$ cat src/rtl/mem_stage.sv
// Memory stage of the 5-stage pipeline.
// Issues data-memory loads and stores over a registered req/ack handshake
// and holds the MEM/WB pipeline register that feeds writeback. While an
// access is outstanding, stall freezes every upstream stage, so the EX_*
// inputs stay stable until the ack arrives.
module mem_stage #(
   parameter int DBITS               = 32,
   parameter int REG_INDEX_BIT_WIDTH = 4,
   parameter int ADDR_BITS           = 16
) (
   input  logic                           clk,
   input  logic                           reset,
   input  logic [3:0]                     EX_op,
   input  logic [3:0]                     EX_func,
   input  logic [DBITS-1:0]               EX_regData2,
   input  logic [DBITS-1:0]               EX_intermediateResult,
   input  logic [REG_INDEX_BIT_WIDTH-1:0] EX_rd,
   input  logic                           EX_ME_mux_sel,
   input  logic                           EX_wrReg,
   input  logic                           EX_wrMem,
   output logic                           dmem_req,
   output logic                           dmem_we,
   output logic [ADDR_BITS-1:0]           dmem_addr,
   output logic [DBITS-1:0]               dmem_wdata,
   input  logic [DBITS-1:0]               dmem_rdata,
   input  logic                           dmem_ack,
   output logic                           stall,
   output logic [3:0]                     MEM_op,
   output logic [3:0]                     MEM_func,
   output logic [DBITS-1:0]               MEM_result,
   output logic [REG_INDEX_BIT_WIDTH-1:0] MEM_rd,
   output logic                           MEM_wrReg
);

   typedef enum logic {
      IDLE   = 1'b0,
      ACCESS = 1'b1
   } state_t;

   state_t               state;
   logic                 mem_op;
   logic                 is_store;
   logic [DBITS-1:0]     access_result;
   logic [ADDR_BITS-1:0] word_addr;

   // Any store or load needs the memory; a store wins when both flags are set.
   assign mem_op   = EX_wrMem | EX_ME_mux_sel;
   assign is_store = EX_wrMem;

   // The byte-offset bits are dropped because only whole words are accessed.
   assign word_addr = EX_intermediateResult[ADDR_BITS+1:2];

   // On completion, a load writes back memory data and a store writes back the ALU value.
   assign access_result = is_store ? EX_intermediateResult : dmem_rdata;

   // Stall while a memory op is being launched or is still waiting for its ack.
   always_comb begin
      stall = 1'b0;
      case (state)
         IDLE:    stall = mem_op;
         ACCESS:  stall = ~dmem_ack;
         default: stall = 1'b0;
      endcase
   end

   // Handshake state machine together with the MEM/WB register.
   always_ff @(posedge clk or negedge reset) begin
      if (!reset) begin
         state      <= IDLE;
         dmem_req   <= 1'b0;
         dmem_we    <= 1'b0;
         dmem_addr  <= '0;
         dmem_wdata <= '0;
         MEM_op     <= '0;
         MEM_func   <= '0;
         MEM_result <= '0;
         MEM_rd     <= '0;
         MEM_wrReg  <= 1'b0;
      end else begin
         case (state)
            IDLE: begin
               if (mem_op) begin
                  dmem_req   <= 1'b1;
                  dmem_we    <= is_store;
                  dmem_addr  <= word_addr;
                  dmem_wdata <= EX_regData2;
                  MEM_wrReg  <= 1'b0;
                  state      <= ACCESS;
               end else begin
                  MEM_op     <= EX_op;
                  MEM_func   <= EX_func;
                  MEM_result <= EX_intermediateResult;
                  MEM_rd     <= EX_rd;
                  MEM_wrReg  <= EX_wrReg;
               end
            end
            ACCESS: begin
               if (dmem_ack) begin
                  dmem_req   <= 1'b0;
                  MEM_op     <= EX_op;
                  MEM_func   <= EX_func;
                  MEM_result <= access_result;
                  MEM_rd     <= EX_rd;
                  MEM_wrReg  <= EX_wrReg;
                  state      <= IDLE;
               end
            end
            default: begin
               dmem_req <= 1'b0;
               state    <= IDLE;
            end
         endcase
      end
   end

endmodule
$ cat config.mk
export PLATFORM = sky130hd
export DESIGN_NAME = mem_stage
export DESIGN_NICKNAME = d
export VERILOG_FILES = /design/src/rtl/mem_stage.sv
export SDC_FILE = /design/constraint.sdc
export NUM_CORES = 1
export LEC_CHECK = 0
export BUFFER_PORTS_ARGS = -buffer_cell sky130_fd_sc_hd__buf_4
export CAP_MARGIN = 20
export CORE_MARGIN = 2
export CORE_UTILIZATION = 35
export CTS_CLUSTER_SIZE = 14
export DETAILED_ROUTE_END_ITERATION = 12
export GPL_TIMING_DRIVEN = 0
export REMOVE_ABC_BUFFERS = 1
export SLEW_MARGIN = 10
export SYNTH_ARGS = -nofsm -noshare
export SYNTH_HDL_FRONTEND = slang
export SYNTH_SLANG_ARGS = --single-unit
$ cat constraint.sdc
create_clock -name clk -period 3.2 [get_ports clk]
set_input_delay 0.96 -clock clk [delete_from_list [all_inputs] [get_ports clk]]
set_output_delay 0.96 -clock clk [all_outputs]
set_load 0.05 [all_outputs]
# Word-level counts from Yosys, hierarchy flattened
# Index checks and enable logic that the tools add are counted.
totals:
  ff_bits: 96
  in_bits: 114
  output_inout_bits: 96
op_classes:
  n_eq_ne: 3
  n_mux: 23
  n_bitwise: 3
  reduce_logical: 3
op_table:
  columns: ["operator", "n"]
  rows:
  - ["$mux 32", 3]
  - ["$pmux 32 s2", 1]
  - ["$mux 4", 6]
  - ["$pmux 4 s2", 3]
  - ["$pmux 1 s2", 4]
  - ["$mux 1", 6]
  - ["$ne 2x2->1 const B", 3]
  - ["$reduce_and 2->1", 3]
  - ["$not 1->1", 2]
  - ["$or 1x1->1", 1]

# Logic depth before layout (Yosys ltp)
depth:
  depth_word: 3
  mapped_depth: 5

# Worst setup path after synthesis
# OpenSTA, ideal clock, no wires.
synth_path:
  path_kind: "input-to-output"
  from: "input EX_wrMem"
  to: "output stall"
  arrival_ps: 1826
  slack_ps: 414
  path_stages: 3
  path_buffers: 1
  cell_sequence: "o31ai_4 buf_6 inv_1"
synth_between:
  elab_chain_len: 2
synth_lines:
  columns: ["element", "line_no", "text"]
  rows:
  - ["start: declaration", "20", "input logic EX_wrMem,"]
  - ["$or 1x1->1", "47", "assign mem_op = EX_wrMem | EX_ME_mux_sel;"]
  - ["$pmux 1 s2", "59", "case (state)"]
  - ["end: declaration", "27", "output logic stall,"]
# No other way between the ends.

# Worst setup path after layout
# Same ends and word-level chain as after synthesis.

==> key figures <==
Status
  – Status: complete, no violations

Logic synthesis
  – Synth top cells by count: 96 x dfrtp_1, 86 x mux2_2, 28 x mux2_4
  – Sequential area share after synthesis: 58.5%
  – Post-synth EDFFs: 0
  – Main synth FF type: dfrtp_1
  – Avg Inst Size Synth: 16.7 um^2
  – YS warnings: 0
  – Most frequent cell after synthesis: dfrtp_1
  – Synth cell types: 15
  – FFs w/ async S/R, synth: 100%
  – Yosys reg bits: 96
  – Syn Std Cell Area: 0.00411 mm^2
  – Largest area contributor in the netlist: dfrtp_1
  – Synth area leaders: dfrtp_1 59%, mux2_2 24%, mux2_4 10%
  – Synth top area share: 58.5%
  – Mapped Cells: 246

Detailed routing
  – DRC viols: 0
  – Routed length per instance: 15.9 um
  – Pre-Repair DR Iteration Count: 4
  – DRT Wirelength: 9.70 mm
  – 1st-iter DRT viols: 86
  – ANT nets after route: 0
  – Via count: 2784
  – Vias per Instance: 4.58

Pwr
  – Power Density: 766 mW/mm^2
  – VDD IR max: 0.000456 V
  – Leakage power: 2.99 nW

Worst setup path
  – Bufs and invs on worst path: 3
  – CP Cell Sequence: buf_4 > o31ai_4 > inv_1 > buf_4
  – Critical Path Start: EX_wrMem
  – Crit-path max FO: 9
  – Most frequent CP cell: buf_4
  – Worst r2r path cells: 4
  – Critical Path RT: 2.24 ns
  – Worst R2R Setup Slack: 1.15 ns
  – Delay-heaviest family, CP: compound AO/OA/AOI/OAI gates
  – Setup crit end kind: output port
  – CP max stage delay: 0.59 ns
  – Reg2reg start: state
  – Slowest CP cell: o31ai_4
  – Arr. time, crit path: 2.05 ns
  – CP startpoint kind: input pin
  – WS Path Type: in -> out
  – Reg2reg end: MEM_rd[0]

Finish
  – Fill cell count: 963
  – Final Util: 54.2%
  – Share of cells above drive strength 1: 74.8%
  – Antenna Cells: 0
  – Fin cells: 608
  – Final net count: 574
  – Area Overhead vs Synth: 50.7%

Run
  – Max-cap violation count: 0

Timing
  – TNS Setup: 0 ns
  – Post-layout min period: 3.01 ns
  – Worst slew pin tran: 0.738 ns
  – Slew margin rel.: 50.8%
  – Crit share post-route: 93.9%
  – Achievable Freq: 333 MHz
  – Setup violations, final: 0
  – RSZ-0062 raised after global routing: false
  – Clock skew: 0.00748 ns
  – Final slew viol count: 0
  – Hold slack: 0.490 ns
  – Final hold viol count: 0

Clock network
  – Bufs on Longest Clock Path: 2
  – Reg clk slew, reported paths: 0.06 ns
  – H-tree depth: 3
  – CTS resizes: 0
  – Hold-fix buffers, CTS: 0
  – CTS Sinks: 96
  – Cts bufs inserted: 9
  – Clock latency at the later pin of the worst-skew pair: 0.34 ns
  – Postcts setup bufs: 0
  – CTS Root Cell: clkbuf_16
  – CTS tree: yes

Die
  – Rows: 39
  – Effective utilization at floorplan: 36.0%
  – Full die area: 0.0126 mm^2
  – Core Area: 0.0114 mm^2
  – Die Y: 112 um
  – Num ports: 210
  – Die Span X: 112 um

Min path
  – Hold Startpoint: MEM_result[0]
  – Hold Path Depth: 1
  – Hold EP: MEM_result[0]
  – Hold WC Path Type: reg -> reg

GRT
  – Initial antenna violation count: 0
  – All-Layer GR Usage: 15.8%
  – GRT overflow: 0
  – First-pass GRT wire length: 15.6 mm
  – Vias in the first global route: 3111
  – Largest net degree at the start of global routing: 59

Place
  – Routability Congestion: 0.709
  – Placed Cells incl. Taps: 592
  – PortBufs: 209
  – Detailed placer's ending HPWL: 7.47 mm
[power breakdown]
group / switching [mW] / internal, mW / leakage (nW)
clock network: 0.459 / 0.610 / 0.139
logic: 1.29 / 0.759 / 1.73
registers: 0.141 / 1.48 / 1.12
total: 1.89 / 2.85 / 2.99
[sequential cells by signal, indices dropped and copies added, names as in the netlist]
signal	flops
MEM_func	4
MEM_op	4
MEM_rd	4
MEM_result	32
MEM_wrReg	1
dmem_addr	16
dmem_req	1
dmem_wdata	32
dmem_we	1
state	1
[kinds of logic after synthesis]
kind of cell | synth area share [%]
buffers and inverters | 3.32
multiplexers | 36.6
AND/OR/NAND/NOR | 0.244
AO/OA/AOI/OAI | 1.37
flip-flops | 58.5
[layout make-up]
| type | instances | area (um^2) | share of cell area, % |
|---|---|---|---|
| flip-flops and latches | 96 | 2400 | 38.8 |
| repair buffers | 216 | 1710 | 27.6 |
| multi-input cells | 132 | 1580 | 25.6 |
| clock buffers | 10 | 229 | 3.70 |
| well taps | 143 | 179 | 2.89 |
| clock inverters | 6 | 67.6 | 1.09 |
| inverters | 5 | 18.8 | 0.303 |
[through the flow]
stage	power (mW)	worst slack [ns]	area [um^2]
3_3_place_gp	3.67	-1.99	5740
3_5_place_dp	3.71	0.175	5890
5_1_grt	4.95	0.119	6190
4_1_cts	4.80	0.182	6190
6_report	4.74	0.195	6190
2_1_floorplan	2.99	-0.942	3990
[worst reg2reg max path, stage by stage (launching register included)]
cell     delay [ns]
dfrtp_1        0.47
o31ai_4        0.65
buf_8          0.26
buf_8          0.19
mux2_2         0.36
[how the worst max path moves through the flow]
| stage | to | slack, ns | cells past startpoint |
|---|---|---|---|
| 2_1_floorplan | stall | -0.94 | 2 |
| 3_3_place_gp | dmem_req | -1.99 | 3 |
| 3_5_place_dp | stall | 0.17 | 4 |
| 4_1_cts | stall | 0.18 | 4 |
| 5_1_grt | stall | 0.12 | 4 |
| 6_report | stall | 0.19 | 4 |
[placed cells by master (no fill, tap or decap)]
| master | n |
|---|---|
| a21boi_0 | 1 |
| a32o_1 | 1 |
| buf_12 | 2 |
| buf_16 | 2 |
| buf_4 | 209 |
| buf_8 | 3 |
| bufinv_16 | 1 |
| clkbuf_1 | 1 |
| clkbuf_16 | 9 |
| clkinv_2 | 1 |
| clkinvlp_4 | 2 |
| dfrtp_1 | 96 |
| inv_1 | 5 |
| inv_6 | 2 |
| mux2_1 | 10 |
| mux2_2 | 86 |
| mux2_4 | 28 |
| nand2_1 | 1 |
| nand2b_2 | 1 |
| o21ai_0 | 2 |
| o21bai_4 | 1 |
| o31ai_4 | 1 |
[per-layer routing]
metal,vias up,global-route usage (%),part of all wire (%),wire [um]
li1,1298,-,-,-
met1,1360,18.6,39,3810
met2,109,27.0,51,4980
met3,17,3.94,6.8,664
met4,0,7.56,2.4,237
met5,-,0,0,0
Power figures use the tool's default switching activity.
